<file path="src/rtl/interrupt_ctrl.sv">
// Interrupt controller: rising-edge capture into pending bits, masked lowest-index
// arbitration, and a request/service handshake with the CPU. Optional IRQ_OVERRUN_CNT_EN.
module interrupt_ctrl #(
    parameter int NUM_SRC = 4,
    parameter int VEC_W   = 2
) (
    input  logic               clk,
    input  logic               reset,
    input  logic [NUM_SRC-1:0] irq_src,
    input  logic [NUM_SRC-1:0] irq_mask,
    input  logic [NUM_SRC-1:0] sw_clear,
    input  logic               interrupt_ack,
    input  logic               eoi,
    output logic               interrupt,
    output logic [VEC_W-1:0]   vector,
    output logic [NUM_SRC-1:0] pending,
`ifdef IRQ_OVERRUN_CNT_EN
    output logic               in_service,
    output logic [8*NUM_SRC-1:0] overrun_cnt
`else
    output logic               in_service
`endif
);

    typedef enum logic [1:0] {
        IDLE = 2'd0,
        REQ  = 2'd1,
        SVC  = 2'd2
    } state_t;

    state_t               state_q, state_d;
    logic [NUM_SRC-1:0]   src_q;
    logic [NUM_SRC-1:0]   pending_q, pending_d;
    logic                 interrupt_q, interrupt_d;
    logic [VEC_W-1:0]     vector_q, vector_d;
    logic                 in_service_q, in_service_d;

    logic [NUM_SRC-1:0]   rise;
    logic [NUM_SRC-1:0]   req;
    logic [NUM_SRC-1:0]   clr;
    logic [VEC_W-1:0]     winner;
    logic                 ack_clr;

    assign rise = irq_src & ~src_q;
    assign req  = pending_q & irq_mask;
    assign clr  = sw_clear | (ack_clr ? (NUM_SRC'(1) << vector_q) : '0);

    // Set has priority over clear so an event arriving during a clear is never lost.
    assign pending_d = (pending_q & ~clr) | rise;

    always_comb begin
        winner = '0;
        for (int i = NUM_SRC - 1; i >= 0; i--) begin
            if (req[i]) begin
                winner = VEC_W'(i);
            end
        end
    end

    always_comb begin
        state_d      = state_q;
        interrupt_d  = interrupt_q;
        vector_d     = vector_q;
        in_service_d = in_service_q;
        ack_clr      = 1'b0;
        case (state_q)
            IDLE: begin
                if (|req) begin
                    vector_d    = winner;
                    interrupt_d = 1'b1;
                    state_d     = REQ;
                end
            end
            REQ: begin
                // Request is held regardless of mask/sw_clear until the CPU acks it.
                if (interrupt_ack) begin
                    interrupt_d  = 1'b0;
                    in_service_d = 1'b1;
                    ack_clr      = 1'b1;
                    state_d      = SVC;
                end
            end
            SVC: begin
                if (eoi) begin
                    in_service_d = 1'b0;
                    state_d      = IDLE;
                end
            end
            default: begin
                state_d = IDLE;
            end
        endcase
    end

    always_ff @(posedge clk) begin
        if (reset) begin
            state_q      <= IDLE;
            src_q        <= '0;
            pending_q    <= '0;
            interrupt_q  <= 1'b0;
            vector_q     <= '0;
            in_service_q <= 1'b0;
        end else begin
            state_q      <= state_d;
            src_q        <= irq_src;
            pending_q    <= pending_d;
            interrupt_q  <= interrupt_d;
            vector_q     <= vector_d;
            in_service_q <= in_service_d;
        end
    end

    assign interrupt  = interrupt_q;
    assign vector     = vector_q;
    assign pending    = pending_q;
    assign in_service = in_service_q;

`ifdef IRQ_OVERRUN_CNT_EN
    function automatic logic [7:0] sat_inc8(input logic [7:0] v);
        return (v == 8'hFF) ? v : v + 8'd1;
    endfunction

    logic [7:0] cnt_q [NUM_SRC];

    // An overrun is a new edge landing on a bit that is still pending and survives this cycle.
    always_ff @(posedge clk) begin
        for (int i = 0; i < NUM_SRC; i++) begin
            if (reset) begin
                cnt_q[i] <= 8'd0;
            end else if (rise[i] && pending_q[i] && !clr[i]) begin
                cnt_q[i] <= sat_inc8(cnt_q[i]);
            end
        end
    end

    always_comb begin
        overrun_cnt = '0;
        for (int i = 0; i < NUM_SRC; i++) begin
            overrun_cnt[8*i +: 8] = cnt_q[i];
        end
    end
`endif

endmodule

</file>
<file path="config.mk">
export PLATFORM = sky130hd
export DESIGN_NAME = interrupt_ctrl
export DESIGN_NICKNAME = d
export VERILOG_FILES = /design/src/rtl/interrupt_ctrl.sv
export SDC_FILE = /design/constraint.sdc
export NUM_CORES = 1
export LEC_CHECK = 0
export ABC_CLOCK_PERIOD_IN_PS = 1840
export CORE_MARGIN = 3
export CORE_UTILIZATION = 42
export DETAILED_ROUTE_END_ITERATION = 10
export DONT_BUFFER_PORTS = 1
export PLACE_DENSITY = 0.53
export SYNTH_ARGS = -nofsm -noshare
export SYNTH_HDL_FRONTEND = slang
export SYNTH_SLANG_ARGS = --single-unit
</file>
<file path="constraint.sdc">
create_clock -name clk -period 1.84 [get_ports clk]
set_input_delay 0.46 -clock clk [delete_from_list [all_inputs] [get_ports clk]]
set_output_delay 0.46 -clock clk [all_outputs]
set_load 0.02 [all_outputs]
</file>
After elaboration in Yosys (flattened, before gate mapping)

Cells that the tools add are included.

Bits in registers: 14
Latch bits: 0
Bits in writable memories: 0
Bits in read-only memories: 0
Input port bits: 16
Word-level logic and storage cells: 44
Memories: 0

Add/sub/neg operators: 0
Multiply operators: 0
Div/mod/pow operators: 0
$lt $le $gt $ge: 0
Eq/ne operators: 5
Shift operators: 1
Mux-type cells: 17
Bitwise operators: 7
Reductions and logical operators: 8

Operators by type and width:

| operator              | number |
|---|---|
| $mux W2               | 7 |
| $and A4 B4 Y4         | 3 |
| $reduce_and A3 Y1     | 3 |
| $not A4 Y4            | 2 |
| $or A4 B4 Y4          | 2 |
| $mux W1               | 6 |
| $ne A2 B2 Y1 const B  | 3 |
| $pmux W2 S3           | 1 |
| $mux W4               | 1 |
| $pmux W1 S2           | 2 |
| $reduce_bool A2 Y1    | 2 |
| $reduce_or A4 Y1      | 1 |
| $shl A1 B2 Y4 const A | 1 |
| $eq A2 B1 Y1 const B  | 1 |
| $eq A2 B2 Y1 const B  | 1 |
| $logic_not A2 Y1      | 1 |
| $reduce_and A2 Y1     | 1 |

Longest topological paths before layout

Depth in word-level cells: 7
Depth in mapped cells: 4
Depth with buffers taken out: 3

Worst setup path before layout

OpenSTA, ideal clock, no wires.

Kind: input-to-reg
Start: input interrupt_ack
End: register pending_q[1], in the netlist pending[1]
Setup time: 0.117 ns
Data arrival time: 1.261 ns
Required time: 1.723 ns
Path slack: 0.462 ns
Stages: 3
Path buffers: 0
Cell sequence: nand2_2 -> or4b_1 -> a32o_1

Cells in the longest elaborated chain, start to end: 7

Ends and longest elaborated chain:

| element              | RTL line | source |
|---|---|---|
| start, declared      | 12       | `input logic interrupt_ack,` |
| $mux W1              | 76       | `if (interrupt_ack) begin` |
| $mux W1              | 66       | `case (state_q)` |
| $mux W4              | 46       | `assign clr = sw_clear \| (ack_clr ? (NUM_SRC'(1) << vector_q) : '0);` |
| $or A4 B4 Y4         | 46       |  |
| $not A4 Y4           | 49       | `assign pending_d = (pending_q & ~clr) \| rise;` |
| $and A4 B4 Y4        | 49       |  |
| $or A4 B4 Y4         | 49       |  |
| end signal, assigned | 106      | `pending_q <= pending_d;` |
| end, declared        | 33       | `logic [NUM_SRC-1:0] pending_q, pending_d;` |

Every way passes these cells.
A chain may end at the register's enable or synchronous reset.

Worst setup path after layout

Start: register state_q[0]
End: register pending_q[1], in the netlist pending[1]

Cells in the longest elaborated chain, start to end: 7

Ends and longest elaborated chain:

| element                | RTL line | source |
|---|---|---|
| start, declared        | 31       | `state_t state_q, state_d;` |
| start signal, assigned | 104      | `state_q <= state_d;` |
| $eq A2 B1 Y1           | 66       |  |
| $mux W1                | 66       |  |
| $mux W4                | 46       |  |
| $or A4 B4 Y4           | 46       |  |
| $not A4 Y4             | 49       |  |
| $and A4 B4 Y4          | 49       |  |
| $or A4 B4 Y4           | 49       |  |

Every way passes these cells.

==> summary.md <==
| Metric | Value |
|---|---|
| Critical Path, Cell by Cell | nand2_2 > or4b_1 > a32o_1 |
| Delay-heaviest family, CP | simple AND/OR/NAND/NOR gates |
| Fin util | roughly half |
| DP Area | 579 um2 |
| Setup Fix Bufs, Post-CTS | 0 |
| Outcome | finished clean |
| Post-synth top flop | dfxtp_1 |
| Hold-fix buffers, CTS | 0 |
| Max Cap Viol | 0 |
| Synth area leaders | dfxtp_1 (50%), a32o_1 (7.1%), nor2b_1 (5.5%), nor2_1 (5.3%), a22o_1 (4.6%) |
| Arrival time at the worst endpoint | ~1700 ps |
| Post-cts gate resize count | 0 |
| DRC violations left | 0 |
| Total power | ~0.66 mW |
| Post-synth top area share | about half |
| Final period utilization | about four fifths |
| Die footprint | 1820 um2 |
| Vias in the first global route | ~500 |
| Clk_skew | about 3.4 ps |
| Layout cells sized above 1 | 9.38% |
| Commonest cells post-synth | dfxtp_1 (14), nor2_1 (8), a21oi_1 (5), nor2b_1 (5) |
| Static Leak | around 0.23 nW |
| Critical Setup Path Class | register to register |
| Register area | ~280 um2 |
| Psw | between 0.15 and 0.2 mW |
| Clock Root Buffer | clkbuf_4 |
| Area leader, netlist | dfxtp_1 |
| Fillers | 116 |
| Internal power | between 0.4 and 0.5 mW |
| H-tree Lvls | 1 |
| Hold Crit Start | reset |
| CTS Sinks | 14 |
| Ports | 24 |
| Max FO, Critical Path | 7 |
| RSZ-0062 raised after global routing | false |
| Final Max Slew Viols | 0 |
| CORE AREA | roughly 1200 um2 |
| Gp weighted congestion | 0.762 |
| Total CTS buffers | 3 |
| Tmin final | 1490 ps |
| Yosys reg bits | 14 |
| Ys Warns | 0 |
| Slew @ Worst Pin | between 300 and 400 ps |
| F_max | between 600 and 700 MHz |
| Initial cell density of the core | approximately 48% |
| Setup TNS | 0 ps |
| Reg power frac | between 50% and 60% |
| Synthesized Nets | 77 |
| CTS tree | built |
| Total Routed Length | around 1.3 mm |
| Normalized max-slew margin | between 70% and 80% |
| Combinational power share | 10.2% |
| Asr flop ratio synth | 0% |
| Core Rows | 12 |
| Start of the worst register-to-register path | state_q[0]$_SDFFE_PP0P_ |
| Clock-pin slew on the worst setup and hold paths | 80 ps |
| DR iter-0 viols | 17 |
| Slowest CP cell | or4b_1 |
| ANT cells | 0 |
| Worst-Skew Late Latency | 270 ps |
| Max Root-Sink Buffers | 2 |
| Port bufs | 0 |
| Synth cell types | 21 |
| DR WL/cell | ~17 um |
| Largest net degree at the start of global routing | 15 |
| Detail Placement HPWL | 1.04 mm |
| Synthesized area per cell | ~9.3 um2 |
| CP Capture Type | register |
| Global-route wire length before repair | approximately 2.1 mm |
| Post-route ant nets | 0 |
| PwrDens | 1080 nW/um2 |
| GRT Total Usage | between 15 and 20% |
| Final Hold Viols | 0 |
| Top-count cell post-synth | dfxtp_1 |
| Vias | 493 |
| Final setup viols | 0 |
| Drt first pass iters | 4 |
| Required time of the critical path | ~2000 ps |
| Gr ovfl total | 0 |
| Number of synthesized flops with an enable pin | 0 |
| Worst setup SP type | register |
| Clock power share | between 30% and 40% |
| Worst VDD drop | about 0.49 mV |
| Nets@finish | 81 |
| Synthesis-to-layout area growth | 8.85% |
| Antenna violations before repair | 0 |
| Post-Layout Inst Area | around 600 um2 |
| Cell count after synthesis | about 60 |
| Vias/cell | roughly 6.3 |
| Synth Cell Area | 566 um2 |
| Net Sw Frac | between 20% and 30% |
| Crit path largest cell delay | 510 ps |
| Buf+Inv Stages, Crit Path | 0 |
| Die X | about 43 um |
| Multi-input combinational cell area | about 270 um2 |
| Worst Hold Class | input pin to register |
| Die Ht | between 40 and 50 um |
| CP Launch Point | state_q[0]$_SDFFE_PP0P_ |
| Seq/Total Area, Yosys | a little under 50% |
[placed cells by master, fill, tap and decap left out]
cell type,netlist,routed
o2bb2ai_1,1,1
clkbuf_8,0,1
nand2_1,3,3
inv_1,4,4
or2_2,1,1
nand2b_1,1,1
o21ai_0,2,2
clkbuf_4,0,3
or4_1,1,1
a211oi_1,2,2
nor2b_1,5,5
or4b_1,1,1
a21oi_1,5,5
dfxtp_1,14,14
a2bb2oi_1,1,1
nor2_1,8,8
nand2_2,1,1
nor3b_1,1,1
a22o_1,3,3
a32o_1,4,4
nand4_1,1,1
o311a_1,1,1
[power groups by stage]
stage	combinational (mW)	sequential, mW	clock, mW
4_1_cts	0.0682	0.380	0.223
5_1_grt	0.0762	0.384	0.236
2_1_floorplan	0.0596	0.378	0
3_3_place_gp	0.0641	0.385	0
6_report	0.0680	0.380	0.216
3_5_place_dp	0.0676	0.387	0
[metrics by stage]
| stage | setup WS (ps) | hold slack, ps | instances |
|---|---|---|---|
| 2_1_floorplan | 462 | 436 | 61 |
| 3_3_place_gp | 437 | 443 | 74 |
| 3_5_place_dp | 371 | 459 | 74 |
| 4_1_cts | 350 | 229 | 78 |
| 5_1_grt | 298 | 221 | 78 |
| 6_report | 351 | 241 | 78 |
[cell families after synthesis]
group | synth area share [%]
AOI/OAI and AO/OA | 25.4
DFF | 49.6
and+or+nand+nor | 21.7
buffers and inverters | 3.32
[layout make-up]
| type | instances | area share, % |
|---|---|---|
| Sequential cell | 14 | 45.5 |
| Multi-Input combinational cell | 42 | 43.3 |
| Clock buffer | 4 | 5.89 |
| Tap cell | 14 | 2.85 |
| Inverter | 4 | 2.44 |
[state kept, by name (all words and copies together) (netlist names)]
signal,count
state_q,2
vector,2
src_q,4
in_service,1
pending,4
interrupt,1
[worst reg2reg max path: cells and delay by family, from the launching register on]
| kind | cells | cell delay, ps |
|---|---|---|
| AO/OA/AOI/OAI | 1 | 270 |
| flip-flops | 1 | 470 |
| AND/OR/NAND/NOR | 2 | 650 |
[metal layers]
layer,GRT usage (%),part of all wire [%],vias up,wire length (um)
li1,-,-,230,-
met1,16.8,40,236,538
met2,24.0,49,25,656
met3,7.63,11,2,142
met4,8.70,0.59,0,8
met5,0,0,-,0
[final timing paths]
| kind | cells past startpoint | end | slack (ps) |
|---|---|---|---|
| worst max-delay path | 3 | pending[1]$_SDFF_PP0_ | 350 |
| worst min-delay path | 1 | state_q[1]$_SDFFE_PP0P_ | 240 |
| worst max register to register | 3 | pending[1]$_SDFF_PP0_ | 350 |
| worst min register to register | 2 | pending[2]$_SDFF_PP0_ | 470 |
Note: power is estimated with default switching activity, not from simulation.
